[src/rtl/exc_entry_unit.sv]
// Exception/interrupt entry and ertn return unit at WB: owns CRMD/PRMD/ERA/EENTRY/ESTAT.Ecode/ESUB,
// sequences flush -> redirect after every accepted event.
module exc_entry_unit #(
  parameter int unsigned FLUSH_CYCLES = 2
) (
  input  logic        clk,
  input  logic        rst_n,
  input  logic        int_req,
  input  logic [5:0]  int_cause,
  input  logic        wb_valid,
  input  logic [31:0] wb_pc,
  input  logic        wb_exc,
  input  logic [5:0]  wb_ecode,
  input  logic        wb_ertn,
  input  logic        csr_we,
  input  logic [13:0] csr_num,
  input  logic [31:0] csr_wdata,
  output logic [31:0] csr_rdata,
  output logic        mie,
  output logic        in_exception,
  output logic        flush,
  output logic        ertn_commit,
  output logic        redirect_valid,
  output logic [31:0] redirect_pc
);

  localparam int unsigned XLEN    = 32;
  localparam int unsigned ECODE_W = 6;
  localparam int unsigned CSRN_W  = 14;
  localparam int unsigned CNT_W   = 4;
  localparam int unsigned EENT_W  = XLEN - 6;

  localparam logic [CSRN_W-1:0] CSR_CRMD   = CSRN_W'(14'h0);
  localparam logic [CSRN_W-1:0] CSR_PRMD   = CSRN_W'(14'h1);
  localparam logic [CSRN_W-1:0] CSR_ESTAT  = CSRN_W'(14'h5);
  localparam logic [CSRN_W-1:0] CSR_ERA    = CSRN_W'(14'h6);
  localparam logic [CSRN_W-1:0] CSR_ESUB   = CSRN_W'(14'h7);
  localparam logic [CSRN_W-1:0] CSR_EENTRY = CSRN_W'(14'hC);

  localparam logic [CNT_W-1:0] FLUSH_LOAD = CNT_W'(FLUSH_CYCLES - 1);

  typedef enum logic [1:0] {
    S_IDLE     = 2'd0,
    S_FLUSH    = 2'd1,
    S_REDIRECT = 2'd2
  } state_e;

  state_e               state_q, state_d;
  logic [CNT_W-1:0]     cnt_q, cnt_d;
  logic [1:0]           plv_q, plv_d;
  logic                 ie_q, ie_d;
  logic [1:0]           pplv_q, pplv_d;
  logic                 pie_q, pie_d;
  logic [XLEN-1:0]      era_q, era_d;
  logic [EENT_W-1:0]    eentry_q, eentry_d;
  logic [ECODE_W-1:0]   ecode_q, ecode_d;
  logic [ECODE_W-1:0]   esub_q, esub_d;
  logic                 in_exc_q, in_exc_d;
  logic [XLEN-1:0]      target_q, target_d;

  logic is_idle, accept, take_exc, take_int, take_ertn, csr_wr_en;

  // Accept qualification with exc > int > ertn priority
  assign is_idle   = (state_q == S_IDLE);
  assign accept    = is_idle & wb_valid & (wb_exc | int_req | wb_ertn);
  assign take_exc  = accept & wb_exc;
  assign take_int  = accept & ~wb_exc & int_req;
  assign take_ertn = accept & ~wb_exc & ~int_req;
  assign csr_wr_en = is_idle & ~accept & csr_we;

  // State register and architectural CSR flops
  always_ff @(posedge clk or negedge rst_n) begin
    if (!rst_n) begin
      state_q  <= S_IDLE;
      cnt_q    <= '0;
      plv_q    <= '0;
      ie_q     <= 1'b0;
      pplv_q   <= '0;
      pie_q    <= 1'b0;
      era_q    <= '0;
      eentry_q <= '0;
      ecode_q  <= '0;
      esub_q   <= '0;
      in_exc_q <= 1'b0;
      target_q <= '0;
    end else begin
      state_q  <= state_d;
      cnt_q    <= cnt_d;
      plv_q    <= plv_d;
      ie_q     <= ie_d;
      pplv_q   <= pplv_d;
      pie_q    <= pie_d;
      era_q    <= era_d;
      eentry_q <= eentry_d;
      ecode_q  <= ecode_d;
      esub_q   <= esub_d;
      in_exc_q <= in_exc_d;
      target_q <= target_d;
    end
  end

  // Next-state and flush counter
  always_comb begin
    state_d = state_q;
    cnt_d   = cnt_q;
    unique case (state_q)
      S_IDLE: begin
        if (accept) begin
          state_d = S_FLUSH;
          cnt_d   = FLUSH_LOAD;
        end
      end
      S_FLUSH: begin
        if (cnt_q == '0) begin
          state_d = S_REDIRECT;
        end else begin
          cnt_d = cnt_q - CNT_W'(1);
        end
      end
      S_REDIRECT: state_d = S_IDLE;
      default:    state_d = S_IDLE;
    endcase
  end

  // CSR updates: entry/return take precedence, software writes only in a quiet IDLE cycle
  always_comb begin
    plv_d    = plv_q;
    ie_d     = ie_q;
    pplv_d   = pplv_q;
    pie_d    = pie_q;
    era_d    = era_q;
    eentry_d = eentry_q;
    ecode_d  = ecode_q;
    esub_d   = esub_q;
    in_exc_d = in_exc_q;
    target_d = target_q;
    if (take_exc || take_int) begin
      pplv_d   = plv_q;
      pie_d    = ie_q;
      plv_d    = 2'b00;
      ie_d     = 1'b0;
      era_d    = wb_pc;
      ecode_d  = take_exc ? wb_ecode : '0;
      in_exc_d = 1'b1;
      target_d = {eentry_q, 6'b0};
      if (take_int) begin
        esub_d = int_cause;
      end
    end else if (take_ertn) begin
      plv_d    = pplv_q;
      ie_d     = pie_q;
      in_exc_d = 1'b0;
      target_d = era_q;
    end else if (csr_wr_en) begin
      unique case (csr_num)
        CSR_CRMD:   {ie_d, plv_d}   = csr_wdata[2:0];
        CSR_PRMD:   {pie_d, pplv_d} = csr_wdata[2:0];
        CSR_ERA:    era_d           = csr_wdata;
        CSR_EENTRY: eentry_d        = csr_wdata[XLEN-1:6];
        default: ;
      endcase
    end
  end

  // Output decodes
  always_comb begin
    flush          = (state_q == S_FLUSH);
    redirect_valid = (state_q == S_REDIRECT);
    redirect_pc    = (state_q == S_REDIRECT) ? target_q : '0;
    ertn_commit    = take_ertn;
    mie            = ie_q;
    in_exception   = in_exc_q;
    unique case (csr_num)
      CSR_CRMD:   csr_rdata = {29'b0, ie_q, plv_q};
      CSR_PRMD:   csr_rdata = {29'b0, pie_q, pplv_q};
      CSR_ESTAT:  csr_rdata = {10'b0, ecode_q, 16'b0};
      CSR_ERA:    csr_rdata = era_q;
      CSR_ESUB:   csr_rdata = {26'b0, esub_q};
      CSR_EENTRY: csr_rdata = {eentry_q, 6'b0};
      default:    csr_rdata = '0;
    endcase
  end

endmodule

[config.mk]
export PLATFORM = sky130hd
export DESIGN_NAME = exc_entry_unit
export DESIGN_NICKNAME = d
export VERILOG_FILES = /design/src/rtl/exc_entry_unit.sv
export SDC_FILE = /design/constraint.sdc
export NUM_CORES = 1
export LEC_CHECK = 0
export CAP_MARGIN = 20
export CORE_MARGIN = 4
export CORE_UTILIZATION = 35
export DETAILED_ROUTE_END_ITERATION = 8
export PLACE_DENSITY_LB_ADDON = 0.25
export SETUP_SLACK_MARGIN = 0.15
export SYNTH_ARGS = -nofsm -noshare
export SYNTH_HDL_FRONTEND = slang
export SYNTH_SLANG_ARGS = --single-unit
[constraint.sdc]
create_clock -name clk -period 1.95 [get_ports clk]
set_input_delay 0.2925 -clock clk [delete_from_list [all_inputs] [get_ports clk]]
set_output_delay 0.2925 -clock clk [all_outputs]
set_load 0.03 [all_outputs]
== After elaboration in Yosys (flattened, before gate mapping) ==
Index checks and enable logic that the tools add are counted.

* Flip-flop bits (word level): 115
* Output and inout port bits: 69
* Logic and storage cells: 90

* $add $sub $neg: 1
* Equal/unequal tests: 11
* Muxes and demuxes: 33
* Bitwise operators: 15
* Reduce and logical (&&, ||, !) cells: 18

{| class="wikitable"
|+ Operator list
! cell !! count
|-
| 2-to-1 mux 32 bit || 7
|-
| one-hot mux 32 bit (6 select lines) || 1
|-
| == test 14 x 3 -> 1 bit, second input constant || 3
|-
| 2-to-1 mux 2 bit || 10
|-
| == test 14 x 1 -> 1 bit, second input constant || 1
|-
| == test 14 x 4 -> 1 bit, second input constant || 1
|-
| zero test 14 bit || 1
|-
| 2-to-1 mux 1 bit || 10
|-
| nonzero test 2 bit || 5
|-
| AND reduction 3 bit || 3
|-
| AND 1 bit || 8
|-
| 2-to-1 mux 4 bit || 2
|-
| one-hot mux 4 bit (2 select lines) || 1
|-
| 2-to-1 mux 6 bit || 1
|-
| inequality test 2 x 1 -> 1 bit, second input constant || 3
|-
| AND reduction 2 bit || 3
|-
| nonzero test 3 bit || 2
|-
| NOT 1 bit || 5
|-
| zero test 4 bit || 1
|-
| one-hot mux 2 bit (2 select lines) || 1
|-
| AND reduction 4 bit || 1
|-
| subtractor 4 x 1 -> 4 bit, second input constant || 1
|-
| == test 2 x 1 -> 1 bit, second input constant || 1
|-
| == test 2 bit, second input constant || 1
|-
| 4 further kinds || 5
|}

== Longest topological paths before layout ==
Gate-level depths: netlist of the first run.

* Word-level depth: 9
* Gate-level depth with buffers: 7
* Mapped depth without buffers: 5

== Worst setup path before layout of the first run ==
No wires, ideal clock.

* Path kind: input -> output
* Start point: in csr_num[7]
* End point: out csr_rdata[0]
* Data arrival time: 1.656 ns
* Data required time: 1.657 ns
* Slack: 0.002 ns
* Stages: 4
* Cell sequence: nor4_4 nand3_1 nor3_2 a221o_1

* Longest elaborated chain between the ends: 2
* Elaborated cells on any way between the ends: 7
* Those cells by class: eq/ne: 5; mux: 1; reduce/logical: 1

{| class="wikitable"
|+ RTL lines
! what !! RTL line !! text
|-
| start: declaration || 16 || <nowiki>input logic [13:0] csr_num,</nowiki>
|-
| == test 14 x 4 -> 1 bit (tied with other cells) || 173 || <nowiki>unique case (csr_num)</nowiki>
|-
| one-hot mux 32 bit (6 select lines) * || 173 ||
|-
| end: declaration || 18 || <nowiki>output logic [31:0] csr_rdata,</nowiki>
|}

Mark *: on every way between the ends. The rest lies on a longest branch, timed or not.

== Final worst setup path of the first run ==
* Start point: reg state_q[0]
* End point: out redirect_pc[17]

* Longest elaborated chain between the ends: 2

{| class="wikitable"
|+ RTL lines
! what !! RTL line !! text
|-
| start: declaration || 48 || <nowiki>state_e state_q, state_d;</nowiki>
|-
| start signal: assignment || 87 || <nowiki>state_q <= state_d;</nowiki>
|-
| == test 2 bit || 169 || <nowiki>redirect_pc = (state_q == S_REDIRECT) ? target_q : '0;</nowiki>
|-
| 2-to-1 mux 32 bit || 169 ||
|-
| end: declaration || 24 || <nowiki>output logic [31:0] redirect_pc</nowiki>
|}

No other way between the ends.

==> summary.md, run 1 <==
| Metric | Value |
|---|---|
| Status | `finished with violations` |
| Failing checks | `negative setup slack` |
| Fmax | `slightly above 500 MHz` |
| Post-Syn Area | `5990 um2` |
| Final setup fails | `4` |
| Distinct cells, synth | `50` |
| Grt total ovfl | `0` |
| CP max stage delay | `440 ps` |
| Worst endpoint required time | `about 1700 ps` |
| I/O pin count | `166` |
| Insertion delay to the later sink of the worst-skew pair | `approximately 430 ps` |
| Synth warn | `0` |
| # fillers | `between 1k and 1.5k` |
| Syn nets | `about 690` |
| Slew HR | `0.548` |
| Cell area power density | `approximately 1100 nW/um2` |
| Initial antenna violation count | `3` |
| Slew @ Worst Pin | `678 ps` |
| Seq. cell area | `slightly below 3000 um2` |
| TritonCTS clock tree | `yes` |
| Max cap viols | `0` |
| Area grow syn2layout | `67.2%` |
| Avg Vias per Cell | `around 5.6` |
| Die Ht | `between 100 and 150 um` |
| Endpoints failing hold | `0` |
| Worst setup margin | `-6.20 ps` |
| DR iter-0 viols | `a little over 400` |
| Ys async rst share | `1.00` |
| CP Cell Sequence | `nor2b_4 > buf_4 > clkbuf_16 > and2_1 > buf_6` |
| Setup CP Type | `reg -> out` |
| Layout Utilization | `0.600` |
| Pre-Repair DR Iteration Count | `5` |
| Tmin final | `between 1500 and 2000 ps` |
| Unrepaired setup endpoints after global routing | `yes` |
| Largest net degree at the start of global routing | `about 120` |
| Max-slew violations | `0` |
| Max clock buf depth | `2` |
| Sum Neg Setup Slack | `-17.2 ps` |
| Cts bufs inserted | `17` |
| Startpoint Class | `flop` |
| DIE AREA | `19300 um2` |
| Critical path's slowest cell | `dfrtp_2` |
| Wire per inst | `21.1 um` |
| Net count, final | `920` |
| Post-synth EDFFs | `0` |
| Post-synth top flop | `dfrtp_1` |
| Leak pwr | `roughly 4.4 nW` |
| Data arrival, critical path | `approximately 1700 ps` |
| Bufs and invs on worst path | `3` |
| Mapped Cells | `slightly below 600` |
| Worst clock skew | `about 12 ps` |
| Layout cells sized above 1 | `0.429` |
| Hpwl dp | `~14 mm` |
| Drc violations | `0` |
| Register area share after synthesis | `0.480` |
| First-pass GRT wire length | `~32 mm` |
| Cell Rows | `47` |
| Final worst path period share | `1.00` |
| Vias in the first global route | `around 6.0k` |
| Worst hold margin | `roughly 440 ps` |
| Antenna-violating nets left | `0` |
| Worst hold path type | `in -> reg` |
| Die X | `roughly 140 um` |
| Reg clk slew, reported paths | `50 ps` |
| Top Family by Delay on Critical Path | `flip-flops` |
| R2R Setup Slk | `approximately 50 ps` |
| CTS sink count | `115` |
| Gr usage total | `0.206` |
| Multi-input logic area | `around 3500 um2` |
| Starting density of the core | `0.359` |
| GP Congestion | `between 0.8 and 0.9` |
| Wirelength, routed | `roughly 22 mm` |
| Max FO, Critical Path | `5` |
| Core area | `between 15000 and 20000 um2` |
| CTS H-tree depth | `4` |
| CTS root buffer | `clkbuf_16` |
| Worst setup EP type | `primary output` |
| #FFs+latches synth | `115` |
| PortBufs | `165` |
| VDD IR max | `0.703 mV` |
| Via count | `between 5k and 6k` |
| Avg Inst Size Synth | `10.2 um2` |
worst paths after layout:
check,from,to,cells past startpoint
setup / recovery,state_q[0],redirect_pc[17],5
hold / removal,wb_pc[25],era_q[25],3
setup reg to reg,state_q[0],esub_q[5],6
hold reg to reg,in_exception,in_exception,2
max in group asynchronous,rst_n,state_q[0],3
min in group asynchronous,rst_n,target_q[9],3
metal layers:
layer	up-vias	GRT usage	share of wire
met2	263	0.341	0.49
met1	2944	0.263	0.42
met4	4	0.0680	0.019
li1	2642	-	-
met3	46	0.0572	0.072
met5	-	0	0.0018
report_power, final:
group	total [mW]	switching (mW)	internal, mW
Clock	2.99	1.09	1.90
Sequential	4.02	0.737	3.28
Combinational	4.23	2.17	2.06
Total	11.2	4.00	7.24
cells by family (layout without fill, tap and decap cells):
group	after synthesis	count (layout)	synth area share
AND/OR/NAND/NOR	192	192	0.164
other	0	1	0
flip-flops	115	115	0.480
buffers and inverters	53	295	0.0447
adder cells (fa/ha/maj)	1	1	0.00209
multiplexers	43	43	0.0925
AO/OA/AOI/OAI	186	186	0.217
placed cells by master, fill, tap and decap left out, drive strengths merged, types with 3 or more instances in the layout:
cell type,netlist,layout
clkinv,0,3
nand4,3,3
a22o,41,41
and3,3,3
nand2b,3,3
nor4,4,4
clkdlybuf4s15,0,3
mux2i,4,4
o31ai,3,3
inv,3,3
nor3b,3,3
mux2,39,39
dfrtp,115,115
a31oi,30,30
nor2,68,68
clkdlybuf4s50,0,82
a221o,3,3
o21ai,34,34
a22oi,3,3
and2,35,35
o211ai,4,4
clkbuf,38,31
a21oi,30,30
a41oi,29,29
nand2,58,58
a21o,6,6
buf,12,170
cells in the mapped netlist (all sizes together) (2+ instances only):
cell type	count	area (um2)
a21o	6	45.0
mux2i	4	40.0
and3	3	23.8
o211ai	4	30.0
a21oi	30	150
dfrtp	115	2880
nor2	68	260
o21ai	34	170
mux2	39	514
buf	12	110
nor4b	2	32.5
a41oi	29	254
nand2	58	218
a22o	41	359
nor4	4	55.1
and4	2	17.5
a22oi	3	22.5
a221o	3	30.0
nand2b	3	18.8
o31ai	3	22.5
clkbuf	38	146
nor3b	3	32.5
nor3	2	15.0
nand3	2	10.0
inv	3	11.3
a31oi	30	188
and2	35	219
nand4	3	18.8
worst reg2reg max path, cell delays in order (launching register included):
cell	delay, ps
dfrtp_2	440
buf_6	140
nor3b_4	190
buf_6	120
buf_4	110
nand3b_1	350
mux2_4	430
flip-flops by register name, indices dropped and copies added (netlist names), 2 cells and up:
signal,cells
target_q,32
pplv_q,2
esub_q,6
ecode_q,6
cnt_q,4
era_q,32
eentry_q,26
state_q,2
plv_q,2
repair_timing:
action	4_1_cts	5_1_grt
buffers inserted	16	16
endpoints found under the setup margin	150	153
hold buffers	1	0
pin swaps	26	54
gates cloned	1	8
resized for setup	126	158
endpoints found under the hold margin	5	0
cell type report:
class / count / area share
Antenna cell: 1 / 0.000250
Clock buffer: 25 / 0.0504
Clock inverter: 4 / 0.00487
Inverter: 3 / 0.00112
Multi-Input combinational cell: 422 / 0.349
Sequential cell: 115 / 0.287
Tap cell: 220 / 0.0275
Timing Repair Buffer: 263 / 0.279
stage by stage:
stage	std cells	setup WS, ps	cell area, um2	total power, mW
floorplan	590	75.4	6040	5.83
global placement	981	-441	8150	7.15
detailed placement	981	-482	8150	7.32
CTS	1028	14.0	9120	10.5
global route	1053	-68.8	10000	11.8
finish	1053	-6.20	10000	11.2
Power figures use the tool's default switching activity.
==> run 2, diff against run 1 <==
--- a/config.mk
+++ b/config.mk
@@ -11,6 +11,7 @@
 export DETAILED_ROUTE_END_ITERATION = 8
 export PLACE_DENSITY_LB_ADDON = 0.25
 export SETUP_SLACK_MARGIN = 0.15
+export SKIP_LAST_GASP = 1
 export SYNTH_ARGS = -nofsm -noshare
 export SYNTH_HDL_FRONTEND = slang
 export SYNTH_SLANG_ARGS = --single-unit
==> summary.md, run 2 (synthesis results as in run 1) <==
| Metric | Value |
|---|---|
| Drc violations | `0 (unchanged)` |
| Worst hold path type | `in -> reg (unchanged)` |
| Max FO, Critical Path | `4 (was 5)` |
| TritonCTS clock tree | `yes (unchanged)` |
| CTS H-tree depth | `4 (unchanged)` |
| ANT cells | `0 (was 1)` |
| Regs by FF count | `era_q x32, target_q x32, eentry_q x26 (unchanged)` |
| I/O pin count | `166 (unchanged)` |
| Switching share of power | `0.355 (was 0.356)` |
| Most common cell after layout, fill and taps aside | `dfrtp_1 (unchanged)` |
| GP Congestion | `0.833 (unchanged)` |
| Cell area power density | `1130 nW/um2 (was 1120 nW/um2)` |
| # fillers | `1393 (was 1364)` |
| Worst clock skew | `12.0 ps (was 11.9 ps)` |
| Avg Vias per Cell | `5.56 (was 5.60)` |
| Antenna-violating nets left | `0 (unchanged)` |
| PortBufs | `165 (unchanged)` |
| Clock power frac | `0.270 (was 0.266)` |
| Hold Path Origin | `wb_pc[25] (unchanged)` |
| Insertion delay to the later sink of the worst-skew pair | `430 ps (about the same)` |
| Leak pwr | `4.26 nW (was 4.38 nW)` |
| RR Startpoint | `state_q[0] (unchanged)` |
| Worst setup EP type | `primary output (unchanged)` |
| Wirelength, routed | `21.9 mm (was 22.3 mm)` |
| Grt peak-use layer | `met2 (unchanged)` |
| VDD IR max | `0.701 mV (was 0.703 mV)` |
| Status | `complete, no violations (was finished with violations)` |
| Via count | `5844 (was 5899)` |
| Layout cells sized above 1 | `0.415 (was 0.429)` |
| DR iter-0 viols | `447 (was 415)` |
| Slew @ Worst Pin | `652 ps (was 678 ps)` |
| Critical path's slowest cell | `dfrtp_2 (unchanged)` |
| Startpoint Class | `flop (unchanged)` |
| Reg clk slew, reported paths | `50 ps (about the same)` |
| Layout Utilization | `0.587 (was 0.600)` |
| Worst setup startpoint | `state_q[1] (was state_q[0])` |
| Hpwl dp | `13.7 mm (unchanged)` |
| Core area | `16700 um2 (unchanged)` |
| First-pass GRT wire length | `31.8 mm (unchanged)` |
| Tmin final | `1950 ps (was 1960 ps)` |
| Hold path cells | `3 (unchanged)` |
| CP Cell Sequence | `buf_4 > nor3b_4 > buf_6 > and3_4 > buf_6 (was nor2b_4 > buf_4 > clkbuf_16 > and2_1 > buf_6)` |
| Die Ht | `139 um (unchanged)` |
| Dpl ws | `-482 ps (unchanged)` |
| Setup CP Type | `reg -> out (unchanged)` |
| Sequential share of power | `0.360 (was 0.358)` |
| Worst hold margin | `447 ps (was 441 ps)` |
| Worst endpoint required time | `1660 ps (about the same)` |
| Worst setup margin | `0.564 ps (was -6.20 ps)` |
| Met2 Use GR | `0.341 (unchanged)` |
| Area grow syn2layout | `63.5% (was 67.2%)` |
| Critical Path Most Common Cell | `buf_6` |
| Fmax | `513 MHz (was 511 MHz)` |
| Grt total ovfl | `0 (unchanged)` |
| Starting density of the core | `0.359 (unchanged)` |
| Int Pwr | `7.12 mW (was 7.24 mW)` |
| Logic pwr share | `0.369 (was 0.377)` |
| Die X | `139 um (unchanged)` |
| Placed insts | `981 (unchanged)` |
| CP max stage delay | `420 ps (was 440 ps)` |
| Unrepaired setup endpoints after global routing | `yes (unchanged)` |
| Slew HR | `0.565 (was 0.548)` |
| Largest net degree at the start of global routing | `116 (unchanged)` |
| Initial antenna violation count | `2 (was 3)` |
| NetSw | `3.91 mW (was 4.00 mW)` |
| Max-slew violations | `0 (unchanged)` |
| Data arrival, critical path | `1660 ps (about the same)` |
| DIE AREA | `19300 um2 (unchanged)` |
| R2R cell count | `5 (was 6)` |
| Final setup fails | `0 (was 4)` |
| Final worst path period share | `1.00 (about the same)` |
| CTS sink count | `115 (unchanged)` |
| Wire per inst | `20.8 um (was 21.1 um)` |
| Cell Rows | `47 (unchanged)` |
| Net count, final | `920 (unchanged)` |
| Endpoints failing hold | `0 (unchanged)` |
| Vias in the first global route | `5965 (unchanged)` |
| Pre-Repair DR Iteration Count | `5 (unchanged)` |
| Max clock buf depth | `2 (unchanged)` |
| CTS root buffer | `clkbuf_16 (unchanged)` |
| Most frequent cells in the layout | `dfrtp_1, buf_4, clkdlybuf4s50_1, nor2_1, nand2_1 (was dfrtp_1, clkdlybuf4s50_1, buf_4, buf_6, nor2_1)` |
| Gr usage total | `0.206 (unchanged)` |
| Met1 Track Usage GR | `0.263 (unchanged)` |
| Final non-filler cell total | `1052 (was 1053)` |
| Max cap viols | `0 (unchanged)` |
| Cts bufs inserted | `17 (unchanged)` |
| M3 GR Usage | `0.0572 (unchanged)` |
run 2: metrics by stage:
step           power [mW]  TNS, ps  area [um2]
4_1_cts              10.5        0        9120
3_5_place_dp         7.32   -37920        8150
3_3_place_gp         7.15   -32050        8150
6_report             11.0        0        9800
2_1_floorplan        5.83        0        6040
5_1_grt              11.6     -907        9800
run 2: layout make-up:
| class | instances | area (um2) | share of cell area |
|---|---|---|---|
| clock buffers | 25 | 505 | 0.0516 |
| multi-input cells | 422 | 3360 | 0.343 |
| flip-flops and latches | 115 | 2880 | 0.294 |
| repair buffers | 263 | 2720 | 0.277 |
| well taps | 220 | 275 | 0.0281 |
| clock inverters | 4 | 48.8 | 0.00498 |
| inverters | 3 | 11.3 | 0.00115 |
run 2: final timing paths:
check	end	slack (ps)
max in group asynchronous	state_q[0]	920
worst min-delay path	era_q[25]	450
worst max-delay path	ertn_commit	0.6
worst min register to register	in_exception	490
min in group asynchronous	target_q[9]	500
worst max register to register	eentry_q[6]	100
run 2: power by group through the flow:
stage | sequential, mW | clock, mW | combinational (mW)
after floorplan | 3.74 | 0 | 2.09
after global placement | 3.86 | 0 | 3.29
after detailed placement | 3.91 | 0 | 3.41
after CTS | 3.91 | 3.00 | 3.56
after global routing | 4.08 | 3.13 | 4.43
final | 3.98 | 2.98 | 4.08
run 2: layer usage:
layer	part of all wire	wire length, um	up-vias
li1	-	-	2632
met1	0.42	9280	2907
met2	0.48	10600	259
met3	0.071	1550	42
met4	0.021	466	4
met5	0.0018	40	-
run 2: critical path: cells and delay by family, from the launching register on:
kind,cells,cell delay (ps)
simple gates,2,400
buf+inv,3,400
flops,1,420
run 2: timing repair:
item | in CTS | in global routing
setup buffers | 16 | 16
endpoints found under the hold margin | 5 | 0
endpoints found under the setup margin | 150 | 153
pin swaps | 26 | 51
gates cloned | 1 | 8
hold buffers | 1 | 0
resized for setup | 126 | 106
==> run 3, diff against run 2 <==
--- a/config.mk
+++ b/config.mk
@@ -5,7 +5,7 @@
 export SDC_FILE = /design/constraint.sdc
 export NUM_CORES = 1
 export LEC_CHECK = 0
-export CAP_MARGIN = 20
+export CAP_MARGIN = 15
 export CORE_MARGIN = 4
 export CORE_UTILIZATION = 35
 export DETAILED_ROUTE_END_ITERATION = 8
==> results of run 3 <==
Same layout as run 2: the final DEF is identical, and so are final timing and power.
